`src/rtl/nn_pkg.sv`:
```
// nn_pkg: shared classifier constants, FSM state and class-index type
package nn_pkg;
  localparam int NUM_CLASSES = 10;
  localparam int DATA_W = 16;
  localparam int IDX_W = 4;
  localparam logic [15:0] Q15_ONE = 16'h8000;
  localparam logic [15:0] Q15_HALF = 16'h4000;
  typedef enum logic [1:0] {IDLE, SCAN, HOLD} state_t;
  typedef logic [IDX_W-1:0] cls_t;
endpackage

```
`src/rtl/argmax_classifier_top2_tracker.sv`:
```
// top2_tracker: running best/second-best value and index over a serial scan
// ports: clk, rst (async, high); init marks element 0, en steps one element (v at index i);
//        best_val/best_idx and sec_val/sec_idx hold the running top-2
module top2_tracker #(
  parameter int DATA_W = 16,
  parameter int IDX_W = 4
) (
  input  logic              clk,
  input  logic              rst,
  input  logic              init,
  input  logic              en,
  input  logic [DATA_W-1:0] v,
  input  logic [IDX_W-1:0]  i,
  output logic [DATA_W-1:0] best_val,
  output logic [IDX_W-1:0]  best_idx,
  output logic [DATA_W-1:0] sec_val,
  output logic [IDX_W-1:0]  sec_idx
);
  // strict compares keep the lower index on every tie
  always_ff @(posedge clk or posedge rst)
    if (rst) begin
      best_val <= '0;
      best_idx <= '0;
      sec_val <= '0;
      sec_idx <= '0;
    end else if (en && init) begin
      best_val <= v;
      best_idx <= i;
      sec_val <= '0;
      sec_idx <= IDX_W'(1);
    end else if (en && v > best_val) begin
      sec_val <= best_val;
      sec_idx <= best_idx;
      best_val <= v;
      best_idx <= i;
    end else if (en && v > sec_val) begin
      sec_val <= v;
      sec_idx <= i;
    end
endmodule

```
`src/rtl/argmax_classifier.sv`:
```
// argmax_classifier: serial top-1/top-2 search over a captured probability vector
// ports: clk, rst (async, high); prob_in/in_valid/in_ready frame input;
//        class_out/conf_out/second_out/margin_out/low_conf result with out_valid/out_ready;
//        frame_count (accepted results) and drop_count (refused frames), both saturating
module argmax_classifier #(
  parameter int NUM_CLASSES = nn_pkg::NUM_CLASSES,
  parameter int DATA_W = nn_pkg::DATA_W,
  parameter int IDX_W = nn_pkg::IDX_W,
  parameter logic [DATA_W-1:0] CONF_THRESH = DATA_W'(nn_pkg::Q15_HALF),
  parameter int CNT_W = 16
) (
  input  logic                          clk,
  input  logic                          rst,
  input  logic [NUM_CLASSES*DATA_W-1:0] prob_in,
  input  logic                          in_valid,
  output logic                          in_ready,
  output logic [IDX_W-1:0]              class_out,
  output logic [DATA_W-1:0]             conf_out,
  output logic [IDX_W-1:0]              second_out,
  output logic [DATA_W-1:0]             margin_out,
  output logic                          low_conf,
  output logic                          out_valid,
  input  logic                          out_ready,
  output logic [CNT_W-1:0]              frame_count,
  output logic [CNT_W-1:0]              drop_count
);
  import nn_pkg::*;
  localparam logic [IDX_W-1:0] LAST = IDX_W'(NUM_CLASSES - 1);
  state_t state;
  logic [IDX_W-1:0] idx;
  logic fin;
  logic [DATA_W-1:0] cap [NUM_CLASSES];
  logic [DATA_W-1:0] best_val, sec_val;
  logic [IDX_W-1:0] best_idx, sec_idx;
  logic take, done;
  assign in_ready = !rst && (state == IDLE || (state == HOLD && out_ready));
  assign take = in_valid && in_ready;
  assign done = out_valid && out_ready;
  top2_tracker #(.DATA_W(DATA_W), .IDX_W(IDX_W)) u_top2 (
    .clk(clk),
    .rst(rst),
    .init(idx == '0),
    .en(state == SCAN && !fin),
    .v(cap[idx]),
    .i(idx),
    .best_val(best_val),
    .best_idx(best_idx),
    .sec_val(sec_val),
    .sec_idx(sec_idx)
  );
  // fin marks the extra cycle after the last element, where the tracker's
  // final values are copied into the output registers
  always_ff @(posedge clk or posedge rst)
    if (rst) begin
      state <= IDLE;
      idx <= '0;
      fin <= 1'b0;
      cap <= '{default: '0};
      class_out <= '0;
      conf_out <= '0;
      second_out <= '0;
      margin_out <= '0;
      low_conf <= 1'b0;
      out_valid <= 1'b0;
      frame_count <= '0;
      drop_count <= '0;
    end else begin
      if (take)
        for (int k = 0; k < NUM_CLASSES; k++) cap[k] <= prob_in[k*DATA_W +: DATA_W];
      if (in_valid && !in_ready && ~&drop_count) drop_count <= drop_count + 1'b1;
      if (done && ~&frame_count) frame_count <= frame_count + 1'b1;
      if (done) out_valid <= 1'b0;
      if (take) begin
        state <= SCAN;
        idx <= '0;
        fin <= 1'b0;
      end else if (state == SCAN && !fin) begin
        fin <= idx == LAST;
        idx <= idx == LAST ? idx : idx + 1'b1;
      end else if (state == SCAN) begin
        state <= HOLD;
        fin <= 1'b0;
        out_valid <= 1'b1;
        class_out <= best_idx;
        conf_out <= best_val;
        second_out <= sec_idx;
        margin_out <= best_val - sec_val;
        low_conf <= best_val < CONF_THRESH;
      end else if (done) begin
        state <= IDLE;
      end
    end
endmodule

```
`config.mk`:
```
export PLATFORM = sky130hd
export DESIGN_NAME = argmax_classifier
export DESIGN_NICKNAME = d
export VERILOG_FILES = /design/src/rtl/nn_pkg.sv /design/src/rtl/argmax_classifier_top2_tracker.sv /design/src/rtl/argmax_classifier.sv
export SDC_FILE = /design/constraint.sdc
export NUM_CORES = 1
export LEC_CHECK = 0
export ABC_CLOCK_PERIOD_IN_PS = 27000
export CAP_MARGIN = 25
export CORE_MARGIN = 2
export CORE_UTILIZATION = 45
export DETAILED_ROUTE_END_ITERATION = 8
export GPL_TIMING_DRIVEN = 0
export PLACE_DENSITY = 0.67
export SYNTH_ARGS = -nofsm -noshare
export SYNTH_HDL_FRONTEND = slang
export SYNTH_HIERARCHICAL = 1
export SYNTH_SLANG_ARGS = --single-unit
export TNS_END_PERCENT = 50
```
`constraint.sdc`:
```
create_clock -name clk -period 27 [get_ports clk]
set_clock_uncertainty 0.05 [all_clocks]
set_input_delay 8.1 -clock clk [delete_from_list [all_inputs] [get_ports clk]]
set_output_delay 8.1 -clock clk [all_outputs]
set_load 0.005 [all_outputs]
```
# Word-level counts from Yosys, hierarchy flattened

Index checks and enable logic that the tools add are counted.

Mux-type cells: 27
Add/sub/neg operators: 4
Reductions and logical operators: 29
Bitwise operators: 3
Eq/ne operators: 5
$lt $le $gt $ge: 4

Operator list:

| kind                                                                            | count |
|---|---|
| 16-bit two-way mux                                                              | 7 |
| 16-bit binary-select mux with 4-bit select                                      | 1 |
| 16-bit by 1-bit adder with 16-bit output (second input constant)                | 2 |
| 16-bit > comparator                                                             | 2 |
| 4-bit two-way mux                                                               | 8 |
| 16-bit AND reduction                                                            | 2 |
| 16-bit by 15-bit less-than comparator with 1-bit output (second input constant) | 1 |
| 16-bit subtractor                                                               | 1 |
| 1-bit logical AND                                                               | 11 |
| 3-bit nonzero test                                                              | 3 |
| 2-bit two-way mux                                                               | 4 |
| 1-bit two-way mux                                                               | 7 |
| 5-bit greater-or-equal comparator (second input constant)                       | 1 |
| 1-bit logical NOT                                                               | 5 |
| 4-bit inverter with 5-bit output                                                | 1 |
| 4-bit by 1-bit adder with 4-bit output (second input constant)                  | 1 |
| 4-bit == test (second input constant)                                           | 1 |
| 4-bit logical NOT                                                               | 1 |
| 2-bit != test (second input constant)                                           | 2 |
| 2-bit AND reduction                                                             | 2 |
| 2-bit nonzero test                                                              | 2 |
| 3-bit AND reduction                                                             | 1 |
| 2-bit by 1-bit == test with 1-bit output (second input constant)                | 1 |
| 2-bit == test (second input constant)                                           | 1 |
| 3 further kinds                                                                 | 4 |

Output and inout bits: 75
Bits in registers: 281
Bits of input ports: 164

# Longest topological paths before layout

Gate-level depths: netlist of run 1.

Depth after elaboration: 9
Gate-level depth with buffers: 16
Mapped depth without buffers: 13

# Hierarchy

Netlist of run 1, hierarchy kept.

By module, submodules not included:

| module            | area each (sq um) | instances | seq. area each (sq um) | cells an instance |
|---|---|---|---|---|
| argmax_classifier | 11426.0           | 1         | 6030.8                 | 925 |
| top2_tracker      | 3006.6            | 1         | 1001.0                 | 301 |

# Least setup slack after synthesis of run 1

No wires, ideal clock.

Kind: input-to-output
From: input port out_ready
To: output port in_ready
Arrival: 8.426 ns
Path slack: 10.424 ns
Stages on the path: 2
Path through: inv_1 > a211oi_2

Word-level cells in the longest chain between the ends: 3

RTL lines:

| item              | RTL line                | source |
|---|---|---|
| from (decl)       | argmax_classifier.sv:23 | `input logic out_ready,` |
| 1-bit logical AND | argmax_classifier.sv:36 | `assign in_ready = !rst && (state == IDLE \|\| (state == HOLD && out_ready));` |
| 1-bit logical OR  | argmax_classifier.sv:36 |  |
| 1-bit logical AND | argmax_classifier.sv:36 |  |
| to (decl)         | argmax_classifier.sv:16 | `output logic in_ready,` |

No other way between the ends.

# Worst setup path after layout of run 1

From: input port rst
To: output port in_ready

Word-level cells in the longest chain between the ends: 2

RTL lines:

| item                               | RTL line                | source |
|---|---|---|
| from (decl)                        | argmax_classifier.sv:13 | `input logic rst,` |
| 1-bit logical NOT (no source line) | --                      |  |
| 1-bit logical AND                  | argmax_classifier.sv:36 |  |

No other way between the ends.

==> results of run 1 <==
-- area by class of cell --
class                      instances  area share, %
tap                              402           2.73
antenna                            2         0.0271
buffer                            67           2.14
timing repair buffer             239           13.1
clock buffer                      48           5.34
sequential                       281           38.1
inverter                          61           1.28
multi-input combinational        817           36.7
clock inverter                    12          0.617
-- logic make-up (layout without fill, tap and decap cells) --
logic type / after synthesis / count (layout)
mux: 233 / 233
other cells: 0 / 2
xor+xnor: 39 / 39
buf+inv: 128 / 427
simple gates: 321 / 321
fa+ha+maj: 53 / 53
flops: 281 / 281
compound gates: 171 / 171
-- sequential cells by signal (all words and copies together) (netlist names) --
signal and flops:
drop_count 16, u_top2/best_idx 4, state 2, u_top2/best_val 16
low_conf 1, second_out 4, out_valid 1, class_out 4
margin_out 16, frame_count 16, conf_out 16, u_top2/sec_idx 4
fin 1, cap 160, idx 4, u_top2/sec_val 16
-- layer usage --
layer / vias up / share of wire (%) / global-route usage, %
met5: - / 0.035 / 0
met4: 2 / 2.5 / 6.82
met3: 55 / 7.5 / 5.82
met2: 338 / 47 / 37.4
met1: 5230 / 43 / 30.1
li1: 4981 / - / -
-- worst register-to-register path, stage by stage (launching register included) --
cell and delay [ns]:
dfrtp_1 0.41, clkbuf_1 0.43, clkbuf_1 0.62, mux4_2 0.45
a21oi_1 0.36, o21ai_0 0.33, ha_1 0.40, a21o_1 0.16
a21oi_1 0.13, nor2_1 0.08, nor2_1 0.62, buf_2 0.35
nand4_1 0.14, a41oi_2 0.23
-- metrics by stage --
| stage | setup WS (ns) | cell area (um2) |
|---|---|---|
| 6_report | 9.14 | 18500 |
| 5_1_grt | 9.06 | 18500 |
| 4_1_cts | 9.10 | 18500 |
| 3_5_place_dp | 9.12 | 17400 |
| 3_3_place_gp | 9.03 | 17300 |
| 2_1_floorplan | 10.42 | 14400 |
-- synth_stat cells (2+ instances only) --
| library cell | number | area share [%] |
|---|---|---|
| or3_1 | 2 | 0.087 |
| nand3b_1 | 2 | 0.10 |
| mux2i_1 | 16 | 1.1 |
| dfrtp_1 | 281 | 49 |
| a21o_1 | 7 | 0.36 |
| o21ai_0 | 37 | 1.3 |
| and3_1 | 6 | 0.26 |
| buf_2 | 17 | 0.59 |
| ha_1 | 52 | 4.5 |
| nand2b_1 | 22 | 0.95 |
| or2_1 | 2 | 0.087 |
| o31ai_1 | 25 | 1.3 |
| nand3_1 | 49 | 1.7 |
| a311oi_2 | 2 | 0.21 |
| mux4_2 | 32 | 5.0 |
| o21a_1 | 5 | 0.26 |
| clkbuf_1 | 29 | 0.75 |
| nor2b_1 | 2 | 0.087 |
| nor3_1 | 7 | 0.24 |
| xnor2_1 | 27 | 1.6 |
| o21ai_1 | 3 | 0.10 |
| a21oi_1 | 49 | 1.7 |
| a31oi_1 | 2 | 0.087 |
| nand4_1 | 41 | 1.8 |
| buf_4 | 6 | 0.31 |
| and4_1 | 2 | 0.12 |
| mux2_2 | 184 | 14 |
| buf_6 | 13 | 1.0 |
| nor2_1 | 44 | 1.1 |
| xor2_1 | 12 | 0.73 |
| inv_1 | 61 | 1.6 |
| o211ai_1 | 6 | 0.31 |
| nand2_1 | 130 | 3.4 |
| a41oi_2 | 19 | 2.1 |
| or2_2 | 3 | 0.13 |
| a21boi_0 | 2 | 0.10 |
| nor3b_1 | 2 | 0.10 |
-- power groups by stage --
stage	clock network, W	registers [W]	logic, W
floorplan	0	0.000687	0.000741
global placement	0	0.000725	0.000998
detailed placement	0	0.000732	0.00102
CTS	0.000459	0.000726	0.00103
global route	0.000476	0.000751	0.00113
finish	0.000446	0.000726	0.00103
-- path summary, 6_finish.rpt --
kind                           startpoint  slack [ns]                 to
max in group asynchronous             rst       17.55            cap[75]
min in group asynchronous             rst        8.22     frame_count[8]
setup / recovery                      rst        9.14           in_ready
setup reg to reg                   idx[1]       22.15  u_top2/sec_val[6]
hold reg to reg            margin_out[10]        0.42     margin_out[10]
hold / removal             margin_out[10]        0.42     margin_out[10]
==> metrics.csv, run 1 <==
metric,value,unit
status,finished clean,
cts_buffers,34,
dp_hpwl,28.2,mm
setup_violations,0,
hp-class,reg -> reg,
fin_crit_sh,66.1,%
syn-cell-area,14400,um2
path_buf_inv,2,
reg2reg_depth,13,
filler_cell_count,2664,
drtIter0Drc,511,
synth-seq-cells,281,
cts_sinks,281,
multiInputGateArea,6780,um2
finalSetupTns,0,ns
path_cells,clkdlybuf4s50_1 -> a211oi_2 -> clkdlybuf4s50_1,
tightest_slew,0.910,ns
ys_warn_count,6,
wl,37.6,mm
rsz0062_at_grt,false,
regArea,7030,um2
cp.depth,3,
instances_no_fill,1929,
synth_fa_ha_area_share,4.65,%
syn_to_final_growth,27.9,%
clk_path_buf_depth,3,
startpoint_type,input pin,
critPathSlowestCell,clkdlybuf4s50_1,
path_common_cell,clkdlybuf4s50_1,
synth_top_family_by_area,multiplexers,
worst_ep_arrival_time,9.71,ns
finalHoldViolCount,0,
switching_share,38.2,%
wl_per_cell,19.5,um
grt_max_degree,127,
grt_use_total,22.8,%
start_util,45.7,%
synthCells,1226,
clk_pin_slew,0.05,ns
seq_area_frac_synth,48.7,%
antenna_left,0,
whs,0.423,ns
clk-insertion-delay-late,0.52,ns
period_needed,17.86,ns
drc,0,
portBuffers,238,
num_vias,10600,
critical_path_required,18.85,ns
grt_pass1_vias,10900,
grt_pass1_wl,59.9,mm
ctsResizeCount,0,
path_delay_family,buffers and inverters,
yosys.area_share.simple,10.6,%
dieArea,33500,um2
die_x,183,um
fmax,56.0,MHz
relSlewSlack,39.3,%
intPower,0.00136,W
post-cts-setup-buffer-count,0,
synth_edf_count,0,
end_kind,primary output,
async_reset_ff_share,100,%
root_buffer,clkbuf_16,
drive_gt1_share,22.2,%
combPwrFrac,46.7,%
yosysUniqueCellTypes,62,
dp.cells,1867,
cap_violations,0,
dr.pass1.iters,5,
slowest_delay,0.59,ns
layout_common_cells,"281 x dfrtp_1, 238 x clkdlybuf4s50_1, 184 x mux2_2",
p_leak,7.90,nW
p_switching,0.000840,W
syn_area_per_cell,11.8,um2
antenna_found_initial,4,
slew_violations,0,
finalPower,0.00220,W
final_core_util,58.5,%
peakVddDrop,58.7,uV
clockPowerShare,20.3,%
p_per_area,119,nW/um2
io_pins,239,
synthMuxAreaShare,20.5,%
cts_hold_buffers,0,
h-tree-depth,2,
worstPathMaxFanout,3,
finalNetCount,1718,
hold_depth,2,
cts_tree,done,
worst-setup-path-type,in -> out,
p_seq_share,33.0,%
gp_congestion,0.873,
grt-ovfl-total,0,
synth.net_count,1443,
num_rows,65,
coreArea,31600,um2
synthXorXnorAreaFrac,2.37,%
drt-vias-per-instance,5.50,
layout_commonest_cell,dfrtp_1,
die_h,183,um
synth_ff_type,dfrtp_1,
synth_compound_area_share,8.81,%
No activity file was read; power rests on OpenSTA's default activity.
==> run 2: changes to the inputs <==
- ABC_CLOCK_PERIOD_IN_PS: 27000 -> 18500
- clock period: 27 -> 18.5 ns (I/O delays scaled with it)
==> results of run 2 <==
The final DEF is identical to that of run 1. Status: finished clean.
Main changes from that run: setup slack after placement 9.12 ns -> 5.72 ns; setup slack after layout 9.14 ns -> 5.74 ns; register-to-register setup slack 22.15 ns -> 13.65 ns; total power 0.00220 W -> 0.00321 W; worst IR drop on VDD 58.7 uV -> 85.7 uV
